==> src/rtl/pmem_burst_responder_if.sv <==
// Bus bundle between the cache-side line port (pmem_*) and the DRAM-side burst port (burst_*).
// slave = the burst responder; master = the cache/DRAM environment around it.
interface pmem_burst_responder_if #(
  parameter int LINE_W = 256,
  parameter int BEAT_W = 64,
  parameter int ADDR_W = 32
) ();
  logic [ADDR_W-1:0] pmem_address;
  logic              pmem_read;
  logic              pmem_write;
  logic [LINE_W-1:0] pmem_wdata;
  logic [LINE_W-1:0] pmem_rdata;
  logic              pmem_resp;
  logic [ADDR_W-1:0] burst_address;
  logic              burst_read;
  logic              burst_write;
  logic [BEAT_W-1:0] burst_wdata;
  logic [BEAT_W-1:0] burst_rdata;
  logic              burst_resp;

  modport slave (
    input  pmem_address, pmem_read, pmem_write, pmem_wdata, burst_rdata, burst_resp,
    output pmem_rdata, pmem_resp, burst_address, burst_read, burst_write, burst_wdata
  );

  modport master (
    output pmem_address, pmem_read, pmem_write, pmem_wdata, burst_rdata, burst_resp,
    input  pmem_rdata, pmem_resp, burst_address, burst_read, burst_write, burst_wdata
  );
endinterface

==> src/rtl/pmem_burst_responder.sv <==
// Turns cache line reads/write-backs into fixed BEATS-beat bursts and pulses pmem_resp per line.
// Optional macro CRITICAL_WORD_FIRST_EN: read bursts start at the beat holding pmem_address.
module pmem_burst_responder #(
  parameter int LINE_W = 256,
  parameter int BEAT_W = 64,
  parameter int ADDR_W = 32
) (
  input logic                    clk,
  input logic                    rst_n,
  pmem_burst_responder_if.slave  bus
);
  localparam int BEATS  = LINE_W / BEAT_W;
  localparam int CNT_W  = (BEATS > 1) ? $clog2(BEATS) : 1;
  localparam int OFF_W  = $clog2(LINE_W / 8);
  localparam int BOFF_W = $clog2(BEAT_W / 8);

  typedef enum logic [1:0] {IDLE, RD_BURST, WR_BURST, DONE} state_t;

  state_t            state_reg;
  logic [CNT_W-1:0]  beat_reg;
  logic [CNT_W-1:0]  last_beat_reg;
  logic [LINE_W-1:0] wline_reg;
  logic [LINE_W-1:0] rline_reg;
  logic [ADDR_W-1:0] addr_reg;
  logic              rd_reg;
  logic              wr_reg;
  logic              resp_reg;
  logic [BEAT_W-1:0] wdata_reg;

  logic [ADDR_W-1:0] line_addr;
  logic [ADDR_W-1:0] rd_addr;
  logic [CNT_W-1:0]  rd_first;
  logic [CNT_W-1:0]  beat_inc;
  logic [BEAT_W-1:0] wslot [BEATS];

  assign line_addr = {bus.pmem_address[ADDR_W-1:OFF_W], {OFF_W{1'b0}}};
  assign beat_inc  = beat_reg + CNT_W'(1);

`ifdef CRITICAL_WORD_FIRST_EN
  // Start at the requested beat; the counter wraps past BEATS-1 and the burst ends one slot before it.
  assign rd_first = bus.pmem_address[OFF_W-1:BOFF_W];
  assign rd_addr  = {bus.pmem_address[ADDR_W-1:BOFF_W], {BOFF_W{1'b0}}};
`else
  assign rd_first = '0;
  assign rd_addr  = line_addr;
`endif

  for (genvar gi = 0; gi < BEATS; gi++) begin : g_wslot
    assign wslot[gi] = wline_reg[gi*BEAT_W +: BEAT_W];
  end

  always_ff @(posedge clk or negedge rst_n) begin
    if (!rst_n) begin
      state_reg     <= IDLE;
      beat_reg      <= '0;
      last_beat_reg <= '0;
      wline_reg     <= '0;
      rline_reg     <= '0;
      addr_reg      <= '0;
      rd_reg        <= 1'b0;
      wr_reg        <= 1'b0;
      resp_reg      <= 1'b0;
      wdata_reg     <= '0;
    end else begin
      case (state_reg)
        IDLE: begin
          // A write-back takes priority over a fill presented in the same cycle.
          if (bus.pmem_write) begin
            wline_reg     <= bus.pmem_wdata;
            addr_reg      <= line_addr;
            beat_reg      <= '0;
            last_beat_reg <= CNT_W'(BEATS - 1);
            wdata_reg     <= bus.pmem_wdata[BEAT_W-1:0];
            wr_reg        <= 1'b1;
            state_reg     <= WR_BURST;
          end else if (bus.pmem_read) begin
            addr_reg      <= rd_addr;
            beat_reg      <= rd_first;
            last_beat_reg <= rd_first - CNT_W'(1);
            rd_reg        <= 1'b1;
            state_reg     <= RD_BURST;
          end
        end
        RD_BURST: begin
          if (bus.burst_resp) begin
            rline_reg[beat_reg*BEAT_W +: BEAT_W] <= bus.burst_rdata;
            if (beat_reg == last_beat_reg) begin
              rd_reg    <= 1'b0;
              resp_reg  <= 1'b1;
              state_reg <= DONE;
            end else begin
              beat_reg <= beat_inc;
            end
          end
        end
        WR_BURST: begin
          if (bus.burst_resp) begin
            if (beat_reg == last_beat_reg) begin
              wr_reg    <= 1'b0;
              resp_reg  <= 1'b1;
              state_reg <= DONE;
            end else begin
              beat_reg  <= beat_inc;
              wdata_reg <= wslot[beat_inc];
            end
          end
        end
        DONE: begin
          resp_reg  <= 1'b0;
          beat_reg  <= '0;
          wdata_reg <= '0;
          state_reg <= IDLE;
        end
        default: state_reg <= IDLE;
      endcase
    end
  end

  assign bus.pmem_rdata    = rline_reg;
  assign bus.pmem_resp     = resp_reg;
  assign bus.burst_address = addr_reg;
  assign bus.burst_read    = rd_reg;
  assign bus.burst_write   = wr_reg;
  assign bus.burst_wdata   = wdata_reg;
endmodule
==> src/flat_wrapper.sv <==
// flat-port wrapper written by rule: the top's interface ports become plain ports
module pmem_burst_responder_flat 
#(
  parameter int LINE_W = 256,
  parameter int BEAT_W = 64,
  parameter int ADDR_W = 32
)
  (clk, rst_n, bus_pmem_address, bus_pmem_read, bus_pmem_write, bus_pmem_wdata, bus_burst_rdata, bus_burst_resp, bus_pmem_rdata, bus_pmem_resp, bus_burst_address, bus_burst_read, bus_burst_write, bus_burst_wdata);
  pmem_burst_responder_if #(.LINE_W(LINE_W), .BEAT_W(BEAT_W), .ADDR_W(ADDR_W)) bus_i ();
  input logic clk;
  input logic rst_n;
  input wire logic [$bits(bus_i.pmem_address)-1:0] bus_pmem_address;
  input wire logic [$bits(bus_i.pmem_read)-1:0] bus_pmem_read;
  input wire logic [$bits(bus_i.pmem_write)-1:0] bus_pmem_write;
  input wire logic [$bits(bus_i.pmem_wdata)-1:0] bus_pmem_wdata;
  input wire logic [$bits(bus_i.burst_rdata)-1:0] bus_burst_rdata;
  input wire logic [$bits(bus_i.burst_resp)-1:0] bus_burst_resp;
  output wire logic [$bits(bus_i.pmem_rdata)-1:0] bus_pmem_rdata;
  output wire logic [$bits(bus_i.pmem_resp)-1:0] bus_pmem_resp;
  output wire logic [$bits(bus_i.burst_address)-1:0] bus_burst_address;
  output wire logic [$bits(bus_i.burst_read)-1:0] bus_burst_read;
  output wire logic [$bits(bus_i.burst_write)-1:0] bus_burst_write;
  output wire logic [$bits(bus_i.burst_wdata)-1:0] bus_burst_wdata;
  assign bus_i.pmem_address = bus_pmem_address;
  assign bus_i.pmem_read = bus_pmem_read;
  assign bus_i.pmem_write = bus_pmem_write;
  assign bus_i.pmem_wdata = bus_pmem_wdata;
  assign bus_i.burst_rdata = bus_burst_rdata;
  assign bus_i.burst_resp = bus_burst_resp;
  assign bus_pmem_rdata = bus_i.pmem_rdata;
  assign bus_pmem_resp = bus_i.pmem_resp;
  assign bus_burst_address = bus_i.burst_address;
  assign bus_burst_read = bus_i.burst_read;
  assign bus_burst_write = bus_i.burst_write;
  assign bus_burst_wdata = bus_i.burst_wdata;
  pmem_burst_responder #(.LINE_W(LINE_W), .BEAT_W(BEAT_W), .ADDR_W(ADDR_W)) u_core (.clk(clk), .rst_n(rst_n), .bus(bus_i));
endmodule
==> config.mk <==
export PLATFORM = sky130hd
export DESIGN_NAME = pmem_burst_responder_flat
export DESIGN_NICKNAME = d
export VERILOG_FILES = /design/src/rtl/pmem_burst_responder_if.sv /design/src/rtl/pmem_burst_responder.sv /design/src/flat_wrapper.sv
export SDC_FILE = /design/constraint.sdc
export NUM_CORES = 1
export LEC_CHECK = 0
export ABC_AREA = 1
export CORE_AREA = 2 2 278 280
export CTS_CLUSTER_SIZE = 8
export DETAILED_ROUTE_END_ITERATION = 10
export DIE_AREA = 0 0 280 282
export HOLD_SLACK_MARGIN = 0.06
export MAX_ROUTING_LAYER = met4
export PLACE_DENSITY_LB_ADDON = 0.1
export REMOVE_ABC_BUFFERS = 1
export SLEW_MARGIN = 20
export SYNTH_ARGS = -nofsm -noshare
export SYNTH_HDL_FRONTEND = slang
export SYNTH_SLANG_ARGS = --single-unit
export TNS_END_PERCENT = 5
==> constraint.sdc <==
create_clock -name clk -period 2.6 [get_ports clk]
set_input_delay 0.52 -clock clk [delete_from_list [all_inputs] [get_ports clk]]
set_output_delay 0.52 -clock clk [all_outputs]
set_load 0.03 [all_outputs]
== After elaboration in Yosys (flattened, before gate mapping) ==
Index checks and enable logic that the tools add are counted.

* Register bits after elaboration: 617
* Word-level logic and storage cells: 80
* Input bits: 357
* Output and inout port bits: 355

* Bitwise logic cells: 1
* Magnitude comparators: 1
* Shift-type cells: 2
* Mux-type cells: 32
* Eq/ne operators: 16
* $add $sub $neg: 2
* Reductions and logical operators: 16

{| class="wikitable"
|+ Operators with widths
! cell !! count
|-
| 64-bit 2-to-1 mux || 5
|-
| 256-bit bitwise mux || 1
|-
| 64-bit by 34-bit variable shift with 256-bit output (first input constant) || 1
|-
| 64-bit by 34-bit indexed part select with 256-bit output || 1
|-
| 64-bit one-hot mux with 3 select lines || 1
|-
| 64-bit binary-select mux with 2-bit select || 1
|-
| 32-bit 2-to-1 mux || 2
|-
| 8-bit negation with 34-bit output || 1
|-
| 2-bit 2-to-1 mux || 10
|-
| 2-bit inequality test (second input constant) || 7
|-
| 2-bit one-hot mux with 3 select lines || 2
|-
| 3-bit AND reduction || 3
|-
| 2-bit by 1-bit inequality test with 1-bit output (second input constant) || 4
|-
| 4-bit AND reduction || 2
|-
| 2-bit nonzero test || 4
|-
| 1-bit 2-to-1 mux || 7
|-
| 1-bit one-hot mux with 2 select lines || 3
|-
| 2-bit AND reduction || 3
|-
| 5-bit AND reduction || 1
|-
| 2-bit equality test (second input constant) || 2
|-
| 3-bit >= comparator (second input constant) || 1
|-
| 3-bit inequality test (second input constant) || 1
|-
| 2-bit NOT with 3-bit output || 1
|-
| 3-bit nonzero test || 1
|-
| 5 further kinds || 5
|}

== Logic depth before layout (Yosys ltp) ==
* Depth in word-level cells: 8
* Mapped depth: 13
* Depth with buffers taken out: 8

== Worst setup path after synthesis ==
No wires, ideal clock.

* Kind: register -> register
* Start: register u_core.beat_reg[0]
* End: register u_core.wdata_reg[10], in the netlist u_core.bus.burst_wdata[10]
* Buffers on the path: 5
* Data required time: 2483 ps
* Library setup time: 117 ps
* Arrival: 2005 ps
* Period minus slack after synthesis: 2122 ps
* Slack: 478 ps
* Cell stages (with the launch flop): 14
* Cell sequence: dfrtp_1 > buf_4 > inv_2 > buf_4 > buf_2 > ha_1 > inv_2 > buf_2 > buf_2 > nand3_1 > nand3_1 > nand2_1 > nand2_1 > nand2_1

* Word-level cells in the longest chain between the ends: 8
* Elaborated cells between the ends (all ways): 11
* Those cells by class: 1 x add/sub; 2 x eq/ne; 6 x mux; 1 x bitwise; 1 x reduce/logical

{| class="wikitable"
|+ Ends and longest elaborated chain
! what !! line !! source
|-
| start: declaration || pmem_burst_responder.sv:20 || <nowiki>logic [CNT_W-1:0] beat_reg;</nowiki>
|-
| start signal: assignment || pmem_burst_responder.sv:78 || <nowiki>beat_reg <= rd_first;</nowiki>
|-
| start signal: assignment || pmem_burst_responder.sv:92 || <nowiki>beat_reg <= beat_inc;</nowiki>
|-
| start signal: assignment || pmem_burst_responder.sv:103 || <nowiki>beat_reg <= beat_inc;</nowiki>
|-
| 2-bit by 1-bit adder with 2-bit output || pmem_burst_responder.sv:37 || <nowiki>assign beat_inc = beat_reg + CNT_W'(1);</nowiki>
|-
| 2-bit NOT with 3-bit output (implied by the code) || pmem_burst_responder.sv:104 || <nowiki>wdata_reg <= wslot[beat_inc];</nowiki>
|-
| 64-bit binary-select mux with 2-bit select || pmem_burst_responder.sv:104 ||
|-
| 64-bit 2-to-1 mux (implied by the code) (2 in a row) || pmem_burst_responder.sv:104 ||
|-
| 64-bit 2-to-1 mux || pmem_burst_responder.sv:98 || <nowiki>if (beat_reg == last_beat_reg) begin</nowiki>
|-
| 64-bit 2-to-1 mux || pmem_burst_responder.sv:97 || <nowiki>if (bus.burst_resp) begin</nowiki>
|-
| 64-bit one-hot mux with 3 select lines || pmem_burst_responder.sv:65 || <nowiki>case (state_reg)</nowiki>
|-
| end signal: assignment || pmem_burst_responder.sv:73 || <nowiki>wdata_reg <= bus.pmem_wdata[BEAT_W-1:0];</nowiki>
|-
| end signal: assignment || pmem_burst_responder.sv:104 ||
|-
| end: declaration || pmem_burst_responder.sv:28 || <nowiki>logic [BEAT_W-1:0] wdata_reg;</nowiki>
|}

Several ways; a longest one is shown, not always the timed one. The select of a mux whose other input is x is not followed.
A chain may end at the register's enable or synchronous reset.

== Worst setup path in the final report ==
* Start: register u_core.rline_reg[164], in the netlist u_core.bus.pmem_rdata[164]
* End: output port bus_pmem_rdata[164]

{| class="wikitable"
|+ RTL lines
! what !! line !! source
|-
| start: declaration || pmem_burst_responder.sv:23 || <nowiki>logic [LINE_W-1:0] rline_reg;</nowiki>
|-
| start signal: indexed assignment || pmem_burst_responder.sv:86 || <nowiki>rline_reg[beat_reg*BEAT_W +: BEAT_W] <= bus.burst_rdata;</nowiki>
|-
| end: declaration || flat_wrapper.sv:18 || <nowiki>output wire logic [$bits(bus_i.pmem_rdata)-1:0] bus_pmem_rdata;</nowiki>
|}

No word-level cell between the ends.

==> results.sh <==
export IMPL_ctsHoldBuffers=1
export IMPL_drv_max_cap_violation_count=0
export IMPL_post_synth_cell_area_avg_um2=8.27
export IMPL_rows=101
export IMPL_rr_startpoint="u_core.beat_reg[0]"
export IMPL_route_detailed_wl_per_inst_um=20.4
export IMPL_synth_area_leader_cell="sky130_fd_sc_hd__dfrtp_1"
export IMPL_remaining_drc_errors=0
export IMPL_worst_reg2reg_endpoint="u_core.bus.pmem_rdata[230]"
export IMPL_post_route_cells_drive_above_1_share_pct=6.06
export IMPL_critPathMaxStageDelay_ns=0.78
export IMPL_tightestPinTransition_ns=0.768
export IMPL_timing_critical_path_required_ns=2.08
export IMPL_setup_viol_count_final=0
export IMPL_clock_skew_final_ns=0.0242
export IMPL_max_slew_margin_rel_pct=48.8
export IMPL_postCtsResizedCells=0
export IMPL_final_antenna_net_count=0
export IMPL_clock_tree_htree_level_count=3
export IMPL_synthesis_area_um2=26700
export IMPL_place_detailed_hpwl_mm=65.3
export IMPL_die_area_um2=79000
export IMPL_critPathCaptureType="output pin"
export IMPL_holdCritPathClass="input pin to async pin"
export IMPL_gr_usage_all_layers_pct=25.7
export IMPL_final_min_clock_period_ns=2.28
export IMPL_layout_cells_most_common="sky130_fd_sc_hd__nand2_1"
export IMPL_num_nets_final=4236
export IMPL_finalMaxSlewViolations=0
export IMPL_slowest_stage="sky130_fd_sc_hd__clkdlybuf4s50_1"
export IMPL_clock_sinks=611
export IMPL_pin_count_of_the_biggest_net_entering_global_routing=134
export IMPL_final_hold_violation_count=0
export IMPL_maxClockFrequency_ghz=0.439
export IMPL_timing_worst_setup_path_type="flop to output pin"
export IMPL_ys_warnings_count=0
export IMPL_wirelength_mm=99.7
export IMPL_r2r_slack_ns=0.47
export IMPL_clk_insertion_delay_late_ns=0.62
export IMPL_start_util_pct=35.3
export IMPL_numCtsBuffers=86
export IMPL_ctsLongestPathBuffers=3
export IMPL_clk_root_buffer_cell="sky130_fd_sc_hd__clkbuf_16"
export IMPL_fp_dieH_um=282
export IMPL_worst_path_buf_inv=1
export IMPL_setup_ws_ns=0.320
export IMPL_route_vias_total=24362
export IMPL_cts_reportedPaths_clkPinSlew_ns=0.05
export IMPL_buffer_ports_inserted=701
export IMPL_status="finished, final reports clean"
export IMPL_placeableCoreArea_um2=75700
export IMPL_depth_of_the_most_critical_reg_to_reg_path=7
export IMPL_detail_route_iter0_violations=1862
export IMPL_drtPass1Iterations=5
export IMPL_critPathMaxFanout=2
export IMPL_antenna_violations_before_repair=25
export IMPL_overflow=0
export IMPL_area_added_between_synthesis_and_finish_pct=39.9
export IMPL_synth_distinct_cells=29
export IMPL_grt_first_pass_wirelength_mm=151
export IMPL_first_global_vias=24333
export IMPL_placer_congestion=0.814
export IMPL_critical_path_startpoint_type="flop"
export IMPL_vdd_drop_max_mv=1.41
export IMPL_power_leakage_uw=0.0178
export IMPL_pwr_density_cell_nw_per_um2=1160
export IMPL_netlist_top_cells_area="sky130_fd_sc_hd__dfrtp_1 57%, sky130_fd_sc_hd__nand2_1 22%, sky130_fd_sc_hd__o21ai_0 6.2%, sky130_fd_sc_hd__nand3_1 4.9%, sky130_fd_sc_hd__buf_2 1.8%"
export IMPL_rsz0062_at_grt="false"
export IMPL_final_period_utilization_pct=87.7
export IMPL_routed_via_density=4.99
export IMPL_critPathTopFamily="buffers and inverters"
export IMPL_post_cts_repair_timing_setup_buffer_count=0
export IMPL_post_layout_total_power_uw=43500
export IMPL_die_width_um=280
export IMPL_syn_instance_count=3228
export IMPL_place_ws_ns=0.251
export IMPL_crit_chain="clkdlybuf4s50_1"
export IMPL_ys_seq_area_share_pct=57.3
export IMPL_flop_and_latch_count_out_of_synthesis=611
export IMPL_io_pins=712
export IMPL_most_common_layout_cells="1,560 x sky130_fd_sc_hd__nand2_1, 700 x sky130_fd_sc_hd__clkdlybuf4s50_1, 610 x sky130_fd_sc_hd__dfrtp_1, 332 x sky130_fd_sc_hd__o21ai_0, 261 x sky130_fd_sc_hd__nand3_1"
export IMPL_synth_top_area_share_pct=57.3
export IMPL_critical_path_arrival_ns=1.76
export IMPL_tritoncts="yes"
## cell families after synthesis
logic type	synth area share, %
muxes	1.14
AOI/OAI and AO/OA	7.61
buffers and inverters	4.67
other	0.0141
and+or+nand+nor	28.8
DFF	57.3
adders and majority gates	0.469
## where the power goes
part | switching, uW | internal, uW | total (uW)
clock | 4160 | 5920 | 10100
combinational | 12500 | 6620 | 19100
sequential | 1660 | 12600 | 14300
## metal layers
layer | vias to the layer above | track usage (%) | part of all wire, %
li1 | 11636 | - | -
met1 | 11837 | 32.3 | 43
met2 | 746 | 41.6 | 49
met3 | 143 | 5.37 | 6.2
met4 | 0 | 7.91 | 2.6
met5 | - | - | 0
## Yosys cell counts, drive strengths merged
cell and number:
nand4 46, inv 42, nor2 28, clkinv 1
nand2 1562, mux2 27, clkbuf 106, o31ai 23
nor3 2, nand3b 1, buf 130, o21ai 369
ha 10, nand3 266, conb 1, dfrtp 611
or2 3
## worst max path at each step
stage	start	end	slack (ns)	cells after the start
floorplan	u_core.state_reg[0]	u_core.bus.burst_read	-8.68	6
global placement	bus_burst_resp	u_core.bus.burst_wdata[11]	0.24	7
detailed placement	bus_burst_resp	u_core.bus.burst_wdata[18]	0.25	7
CTS	u_core.bus.pmem_rdata[164]	bus_pmem_rdata[164]	0.27	1
global route	u_core.bus.burst_wdata[10]	bus_burst_wdata[10]	0.26	1
finish	u_core.bus.pmem_rdata[164]	bus_pmem_rdata[164]	0.32	1
## through the flow
| step | cell area, um^2 | util [%] | TNS (ns) | hold WS (ns) | std cells |
|---|---|---|---|---|---|
| final | 37300 | 49.3 | 0 | 0.428 | 4880 |
| after global routing | 37300 | 49.3 | 0 | 0.419 | 4880 |
| after CTS | 37300 | 49.2 | 0 | 0.393 | 4855 |
| after detailed placement | 35000 | 46.2 | 0 | 0.458 | 4758 |
| after global placement | 35000 | 46.2 | 0 | 0.460 | 4758 |
| after floorplan | 25600 | - | -4111.07 | 0.224 | 2996 |
## cell type report
class	instances	area [um^2]
Timing Repair Buffer	785	8070
Tap cell	978	1220
Fill cell	7315	38400
Inverter	43	171
Clock inverter	6	93.8
Multi-Input combinational cell	2342	10200
Sequential cell	611	15300
Clock buffer	90	2190
Antenna cell	25	62.6
Power figures use the tool's default switching activity.
